`src/rtl/pc_select_predictor.sv`:
```
// pc_select_predictor: fetch PC register with BHT/BTB next-PC prediction and
// execute-stage resolution (redirect, flush, table training).
//
// Ports:
//   clk, reset          clock; synchronous active-high reset
//   stall               hold the fetch PC (a flush still redirects)
//   pc                  current fetch PC
//   pred_taken          prediction for pc, travels down the pipe with it
//   pred_target         predicted next PC for pc (pc+4 on a BTB miss)
//   ex_valid            execute stage holds a valid instruction
//   ex_opcode           execute-stage opcode
//   ex_pc               execute-stage instruction PC
//   ex_branch_result    branch comparison outcome
//   ex_alu_target       ALU-computed target (bit 0 is ignored)
//   ex_pred_taken       pred_taken as issued with the execute instruction
//   ex_pred_target      pred_target as issued with the execute instruction
//   flush               kill younger instructions this cycle
//   pc_input_sel        PC_INPUT_ALU when the resolved next PC is the ALU target

package pc_select_pkg;

  typedef enum logic [6:0] {
    OPCODE_LOAD     = 7'b0000011,
    OPCODE_MISC_MEM = 7'b0001111,
    OPCODE_OP_IMM   = 7'b0010011,
    OPCODE_AUIPC    = 7'b0010111,
    OPCODE_STORE    = 7'b0100011,
    OPCODE_OP       = 7'b0110011,
    OPCODE_LUI      = 7'b0110111,
    OPCODE_BRANCH   = 7'b1100011,
    OPCODE_JALR     = 7'b1100111,
    OPCODE_JAL      = 7'b1101111,
    OPCODE_SYSTEM   = 7'b1110011
  } opcode_t;

  typedef enum logic {
    PC_INPUT_PC_PLUS_4 = 1'b0,
    PC_INPUT_ALU       = 1'b1
  } pc_input_sel_t;

endpackage

module pc_select_predictor
  import pc_select_pkg::*;
#(
  parameter int unsigned       XLEN         = 32,
  parameter int unsigned       ENTRIES      = 64,
  parameter int unsigned       CTR_BITS     = 2,
  parameter logic [XLEN-1:0]   RESET_VECTOR = 32'h0000_0000
) (
  input  logic                clk,
  input  logic                reset,
  input  logic                stall,
  output logic [XLEN-1:0]     pc,
  output logic                pred_taken,
  output logic [XLEN-1:0]     pred_target,
  input  logic                ex_valid,
  input  opcode_t             ex_opcode,
  input  logic [XLEN-1:0]     ex_pc,
  input  logic                ex_branch_result,
  input  logic [XLEN-1:0]     ex_alu_target,
  input  logic                ex_pred_taken,
  input  logic [XLEN-1:0]     ex_pred_target,
  output logic                flush,
  output pc_input_sel_t       pc_input_sel
);

  localparam int unsigned IDX_BITS = $clog2(ENTRIES);
  localparam int unsigned TAG_BITS = XLEN - IDX_BITS - 2;

  localparam logic [CTR_BITS-1:0] CTR_MAX  = '1;
  // Weakly-not-taken: all ones shifted right gives 2^(CTR_BITS-1)-1.
  localparam logic [CTR_BITS-1:0] CTR_WEAK = CTR_MAX >> 1;

  logic [CTR_BITS-1:0] ctr        [ENTRIES];
  logic                btb_valid  [ENTRIES];
  logic [TAG_BITS-1:0] btb_tag    [ENTRIES];
  logic [XLEN-1:0]     btb_target [ENTRIES];

  logic [IDX_BITS-1:0] fetch_idx;
  logic [TAG_BITS-1:0] fetch_tag;
  logic                fetch_hit;
  logic [XLEN-1:0]     pc_plus_4;

  logic [IDX_BITS-1:0] ex_idx;
  logic [TAG_BITS-1:0] ex_tag;
  logic                is_branch;
  logic                is_jump;
  logic                actual_taken;
  logic [XLEN-1:0]     actual_target;
  logic [XLEN-1:0]     ex_pc_plus_4;
  logic                mispredict;

  // Fetch-side prediction from the registered pc
  always_comb begin
    fetch_idx   = pc[IDX_BITS+1:2];
    fetch_tag   = pc[XLEN-1:IDX_BITS+2];
    pc_plus_4   = pc + XLEN'(4);
    fetch_hit   = btb_valid[fetch_idx] && (btb_tag[fetch_idx] == fetch_tag);
    pred_taken  = fetch_hit && ctr[fetch_idx][CTR_BITS-1];
    pred_target = fetch_hit ? btb_target[fetch_idx] : pc_plus_4;
  end

  // Execute-side resolution
  always_comb begin
    ex_idx        = ex_pc[IDX_BITS+1:2];
    ex_tag        = ex_pc[XLEN-1:IDX_BITS+2];
    ex_pc_plus_4  = ex_pc + XLEN'(4);
    is_branch     = (ex_opcode == OPCODE_BRANCH);
    is_jump       = (ex_opcode == OPCODE_JAL) || (ex_opcode == OPCODE_JALR);
    actual_taken  = ex_valid && ((is_branch && ex_branch_result) || is_jump);
    actual_target = ex_alu_target & ~XLEN'(1);
    mispredict    = (actual_taken != ex_pred_taken) ||
                    (actual_taken && (actual_target != ex_pred_target));
    flush         = ex_valid && mispredict && !reset;
    pc_input_sel  = (actual_taken && !reset) ? PC_INPUT_ALU : PC_INPUT_PC_PLUS_4;
  end

  // Fetch PC: reset > flush > stall > prediction > sequential
  always_ff @(posedge clk) begin
    if (reset) begin
      pc <= RESET_VECTOR;
    end else if (flush) begin
      pc <= actual_taken ? actual_target : ex_pc_plus_4;
    end else if (!stall) begin
      pc <= pred_taken ? pred_target : pc_plus_4;
    end
  end

  // Counters and valid bits carry reset state
  always_ff @(posedge clk) begin
    if (reset) begin
      for (int unsigned i = 0; i < ENTRIES; i++) begin
        ctr[i]       <= CTR_WEAK;
        btb_valid[i] <= 1'b0;
      end
    end else if (ex_valid) begin
      if (is_branch) begin
        if (actual_taken && (ctr[ex_idx] != CTR_MAX)) begin
          ctr[ex_idx] <= ctr[ex_idx] + CTR_BITS'(1);
        end else if (!actual_taken && (ctr[ex_idx] != '0)) begin
          ctr[ex_idx] <= ctr[ex_idx] - CTR_BITS'(1);
        end
      end else if (is_jump) begin
        ctr[ex_idx] <= CTR_MAX;
      end

      // A non-control instruction that was predicted taken hit an aliased
      // entry; drop it so the same PC stops redirecting.
      if (actual_taken) begin
        btb_valid[ex_idx] <= 1'b1;
      end else if (!is_branch && !is_jump && ex_pred_taken) begin
        btb_valid[ex_idx] <= 1'b0;
      end
    end
  end

  // Tag/target payload is qualified by btb_valid, so it needs no reset
  always_ff @(posedge clk) begin
    if (!reset && actual_taken) begin
      btb_tag[ex_idx]    <= ex_tag;
      btb_target[ex_idx] <= actual_target;
    end
  end

endmodule

```
`config.mk`:
```
export PLATFORM = sky130hd
export DESIGN_NAME = pc_select_predictor
export DESIGN_NICKNAME = d
export VERILOG_FILES = /design/src/rtl/pc_select_predictor.sv
export SDC_FILE = /design/constraint.sdc
export NUM_CORES = 2
export LEC_CHECK = 0
export ABC_AREA = 1
export CAP_MARGIN = 30
export CORE_MARGIN = 5
export CORE_UTILIZATION = 35
export CTS_BUF_LIST = sky130_fd_sc_hd__clkbuf_8
export CTS_CLUSTER_SIZE = 8
export DETAILED_ROUTE_END_ITERATION = 8
export PLACE_DENSITY_LB_ADDON = 0.2
export RECOVER_POWER = 50
export SLEW_MARGIN = 20
export SYNTH_ARGS = -nofsm -noshare
export SYNTH_HDL_FRONTEND = slang
export SYNTH_SLANG_ARGS = --single-unit
```
`constraint.sdc`:
```
create_clock -name clk -period 12.1 [get_ports clk]
set_input_delay 2.42 -clock clk [delete_from_list [all_inputs] [get_ports clk]]
set_output_delay 2.42 -clock clk [all_outputs]
set_load 0.01 [all_outputs]
```
==> flow_summary.html <==
<table>
<tr><th>Metric</th><th>Value</th></tr>
<tr><th colspan="2">Status</th></tr>
<tr><td>Outcome</td><td>complete, but fails checks</td></tr>
<tr><td>Violated checks</td><td>capacitance limit, slew limit</td></tr>
<tr><th colspan="2">STA</th></tr>
<tr><td>Setup repair after global routing missed its margin</td><td>no</td></tr>
<tr><td>Period utilisation layout</td><td>0.884</td></tr>
<tr><td>Setup slack of the critical path after layout</td><td>1.40 ns</td></tr>
<tr><td>Clk_skew</td><td>just under 0.06 ns</td></tr>
<tr><td>Period minus WS final</td><td>approximately 11 ns</td></tr>
<tr><td>Worst Tran Pin Value</td><td>3.98 ns</td></tr>
<tr><td>Hold violation count in the final report</td><td>0</td></tr>
<tr><td>Max Freq</td><td>93.5 MHz</td></tr>
<tr><td>Tightest slew margin relative to the limit</td><td>-1.65</td></tr>
<tr><td>Final Max Tran Viols</td><td>around 3,500</td></tr>
<tr><td>WHS</td><td>just over 0.5 ns</td></tr>
<tr><td>Setup-violating endpoint count in the final report</td><td>0</td></tr>
<tr><td>TNS Setup</td><td>0 ns</td></tr>
<tr><th colspan="2">Synth</th></tr>
<tr><td>Top flip-flop cell by instance count after synthesis</td><td>edfxtp_1</td></tr>
<tr><td>Gate count after technology mapping</td><td>12,800</td></tr>
<tr><td>Count of flip-flops with a built-in enable after synthesis</td><td>between 3,000 and 4,000</td></tr>
<tr><td>Flip-flop and latch count after synthesis</td><td>between 3,000 and 4,000</td></tr>
<tr><td>Count of distinct cell types in the synthesized netlist</td><td>48</td></tr>
<tr><td>Synth cell count leaders</td><td>edfxtp_1, nand2_1, nand3_1</td></tr>
<tr><td>Asr flop ratio synth</td><td>0</td></tr>
<tr><td>Top cells by area in the synthesized netlist</td><td>edfxtp_1, nand3_1, nand2_1</td></tr>
<tr><td>Most common cell in the synthesized netlist</td><td>edfxtp_1</td></tr>
<tr><td>Synth area leader</td><td>edfxtp_1</td></tr>
<tr><td>Mean instance size in the synthesized netlist</td><td>12.0 um^2</td></tr>
<tr><td>Share of Yosys cell area claimed by the top area cell type</td><td>0.725</td></tr>
<tr><td>Net count of the mapped netlist</td><td>13,000</td></tr>
<tr><td>Number of synthesis warnings</td><td>0</td></tr>
<tr><td>Total standard cell area after synthesis</td><td>approximately 150,000 um^2</td></tr>
<tr><td>Register area share after synthesis</td><td>0.730</td></tr>
<tr><th colspan="2">Power</th></tr>
<tr><td>Sum of internal, switching and leakage power</td><td>27.1 mW</td></tr>
<tr><td>Worst VDD drop</td><td>between 0.1 and 0.15 mV</td></tr>
<tr><td>Power density normalized to cell area</td><td>roughly 160 nW/um^2</td></tr>
<tr><td>Reported leakage power</td><td>roughly 58 nW</td></tr>
<tr><th colspan="2">Placed design</th></tr>
<tr><td>Total cell area at the placement stage</td><td>162,000 um^2</td></tr>
<tr><td>Count of buffers from port buffering</td><td>roughly 170</td></tr>
<tr><td>DP HPWL</td><td>between 300,000 and 400,000 um</td></tr>
<tr><td>GP Congestion</td><td>0.927</td></tr>
<tr><td>Worst slack at placement</td><td>2.94 ns</td></tr>
<tr><td>Placed cell count</td><td>about 18,000</td></tr>
<tr><th colspan="2">Floorplanning</th></tr>
<tr><td>Standard cell core area</td><td>438,000 um^2</td></tr>
<tr><td>Die Height</td><td>roughly 670 um</td></tr>
<tr><td>Die ar.</td><td>between 400,000 and 500,000 um^2</td></tr>
<tr><td>Number of top-level pins</td><td>~180</td></tr>
<tr><td>Die width</td><td>673 um</td></tr>
<tr><td>Initial core utilization</td><td>0.351</td></tr>
<tr><td>Standard-cell row count</td><td>~240</td></tr>
<tr><th colspan="2">Global routing</th></tr>
<tr><td>First-pass GRT wire length</td><td>~780,000 um</td></tr>
<tr><td>Initial antenna violation count</td><td>between 40 and 50</td></tr>
<tr><td>Overall routing resource usage</td><td>0.241</td></tr>
<tr><td>GR Overflow Total</td><td>0</td></tr>
<tr><td>Number of global-route vias before repair</td><td>around 100,000</td></tr>
<tr><td>Pin count of the biggest net entering global routing</td><td>189</td></tr>
<tr><th colspan="2">Clocking</th></tr>
<tr><td>Skew-Pair Late Insertion Delay</td><td>1.21 ns</td></tr>
<tr><td>Buffer levels on the longest clock path</td><td>4</td></tr>
<tr><td>Hold buffer count at CTS</td><td>0</td></tr>
<tr><td>H-tree depth</td><td>6</td></tr>
<tr><td>CTS Sinks</td><td>around 3,800</td></tr>
<tr><td>Clock slew at reported path FFs</td><td>0.06 ns</td></tr>
<tr><td>Count of instances resized after the clock tree is built</td><td>0</td></tr>
<tr><td>Clock tree from TritonCTS</td><td>done</td></tr>
<tr><td>Setup fix buffers added after clock tree synthesis</td><td>0</td></tr>
<tr><td>Number of buffers created by CTS</td><td>~620</td></tr>
<tr><td>Clock Root Buffer</td><td>clkbuf_8</td></tr>
<tr><th colspan="2">Final layout</th></tr>
<tr><td>Post-layout instance area</td><td>roughly 170,000 um^2</td></tr>
<tr><td>Utilization after layout</td><td>0.394</td></tr>
<tr><td>Number of nets in the layout</td><td>around 13,000</td></tr>
<tr><td>Cell Count, Final, Fillers Out</td><td>19,300</td></tr>
<tr><td>Proportion of layout cells with a drive suffix above 1</td><td>0.0795</td></tr>
<tr><td>Synth-to-layout area growth</td><td>12.4%</td></tr>
<tr><th colspan="2">Route</th></tr>
<tr><td>Routed length on met3</td><td>~42,000 um</td></tr>
<tr><td>Vias</td><td>around 110k</td></tr>
<tr><td>Antenna Violating Nets Remaining</td><td>0</td></tr>
<tr><td>Drt via density</td><td>approximately 5.6</td></tr>
<tr><td>Routed len/inst</td><td>around 29 um</td></tr>
<tr><td>Met2 WL</td><td>about 260,000 um</td></tr>
<tr><td>Number of DRC markers after the initial detailed-route iteration</td><td>between 10,000 and 15,000</td></tr>
<tr><td>Uppermost routed layer</td><td>met5</td></tr>
<tr><td>Length of the first detailed-routing pass in iterations</td><td>6</td></tr>
<tr><td>Remaining design rule violation count</td><td>0</td></tr>
<tr><td>Detailed-routing wirelength on met1</td><td>approximately 230,000 um</td></tr>
<tr><td>Final wirelength</td><td>roughly 570,000 um</td></tr>
<tr><th colspan="2">Run</th></tr>
<tr><td>Reported max-cap violation count</td><td>76</td></tr>
<tr><th colspan="2">Worst hold path</th></tr>
<tr><td>Worst hold stages</td><td>2</td></tr>
<tr><td>Startpoint of the worst hold path</td><td>pc[0]</td></tr>
<tr><td>Path class of the lowest-slack min-delay path</td><td>register to register</td></tr>
<tr><td>Worst hold endpoint</td><td>pc[0]</td></tr>
<tr><th colspan="2">Setup path</th></tr>
<tr><td>Startpoint type of the worst setup path</td><td>input pin</td></tr>
<tr><td>Element type at the critical path end</td><td>output port</td></tr>
<tr><td>Cell with the biggest individual delay on the critical path</td><td>clkbuf_1</td></tr>
<tr><td>Buf+Inv Stages, Crit Path</td><td>6</td></tr>
<tr><td>R2R Setup Slk</td><td>6.00 ns</td></tr>
<tr><td>Sequence of cells on the critical path</td><td>buf_2 -&gt; clkbuf_1 -&gt; inv_1 -&gt; a22o_1 -&gt; nor4_1 -&gt; nand4_1 -&gt; nand2_2 -&gt; buf_4 -&gt; clkinv_1 -&gt; clkdlybuf4s50_1</td></tr>
<tr><td>Start-to-end type of the worst setup path</td><td>input pin to output port</td></tr>
<tr><td>R2R depth</td><td>21</td></tr>
<tr><td>Required time reported for the critical path endpoint</td><td>slightly below 10 ns</td></tr>
<tr><td>Critical path data arrival time</td><td>slightly above 8 ns</td></tr>
<tr><td>Worst path top cell family by delay</td><td>buffers and inverters</td></tr>
<tr><td>CP Max Fanout</td><td>65</td></tr>
<tr><td>Beginning of the critical path</td><td>ex_alu_target[9]</td></tr>
<tr><td>Largest stage delay on the critical path</td><td>approximately 1.9 ns</td></tr>
</table>
[final cells by class]
class                           count  area [um^2]
Clock buffer                      637         8770
Antenna cell                       39         97.6
Multi-Input combinational cell   7944        36900
Fill cell                       42200       265000
Tap cell                         5757         7200
Timing Repair Buffer              520         4650
Clock inverter                    430         1890
Inverter                          247          986
Sequential cell                  3750       112000
[kinds of logic after synthesis]
| family | count (synthesis) | synth area share |
|---|---|---|
| and+or+nand+nor | 5706 | 0.155 |
| DFF | 3750 | 0.730 |
| AOI/OAI and AO/OA | 2173 | 0.0781 |
| buffers and inverters | 1147 | 0.0326 |
| xor gates and xnor gates | 63 | 0.00359 |
| adders and majority gates | 2 | 0.000163 |
[cells in the final DEF (no fill, tap or decap), types with 88 or more instances in the layout]
cell type        count
nand3_1           1770
buf_4              196
clkbuf_1           113
inv_1              485
clkdlybuf4s50_1     88
edfxtp_1          3712
clkbuf_8           637
o22ai_1            610
clkinv_1           120
nand2_1           2128
nor2_1            1670
o21ai_0           1377
[worst max-delay path by stage]
stage | endpoint | slack [ns] | depth (start not counted)
2_1_floorplan | btb_tag[54][0] | 5.33 | 12
3_3_place_gp | flush | 2.96 | 16
3_5_place_dp | flush | 2.94 | 16
4_1_cts | pred_target[19] | 2.32 | 20
5_1_grt | flush | 1.08 | 10
6_report | flush | 1.40 | 10
[state kept, by name, indices dropped and copies added (netlist names), named ones only]
name and flops:
btb_tag 1536, btb_target 1984, btb_valid 64, ctr 128
pc 32
[power breakdown]
group | internal [mW] | switching (mW) | leakage (nW)
logic | 0.668 | 2.02 | 17.8
clock network | 4.88 | 5.15 | 6.33
registers | 14.3 | 0.0547 | 33.7
[metal layers]
layer,vias up,global-route usage
met2,4750,0.381
li1,47100,-
met1,54700,0.322
met4,8,0.129
met5,-,0
met3,1139,0.0372
[worst reg2reg max path: stages, from the launching register on]
cell and delay (ns):
dfxtp_4 0.77, buf_4 0.66, buf_12 0.60, nand2_1 0.44, nand3_1 0.14, nand3_1 0.09, nand3_1 0.16, nand3_1 0.16
nand3_1 0.44, nand2_1 0.12, nand2_1 0.12, nand2_1 0.06, nor2_1 0.12, nand2_1 0.07, nor2_1 0.09, nand2_1 0.12
nor2_4 0.49, nand2_1 0.38, buf_4 0.36, nand2_1 0.13, o211ai_1 0.09, a21oi_1 0.35
Power figures use the tool's default switching activity.
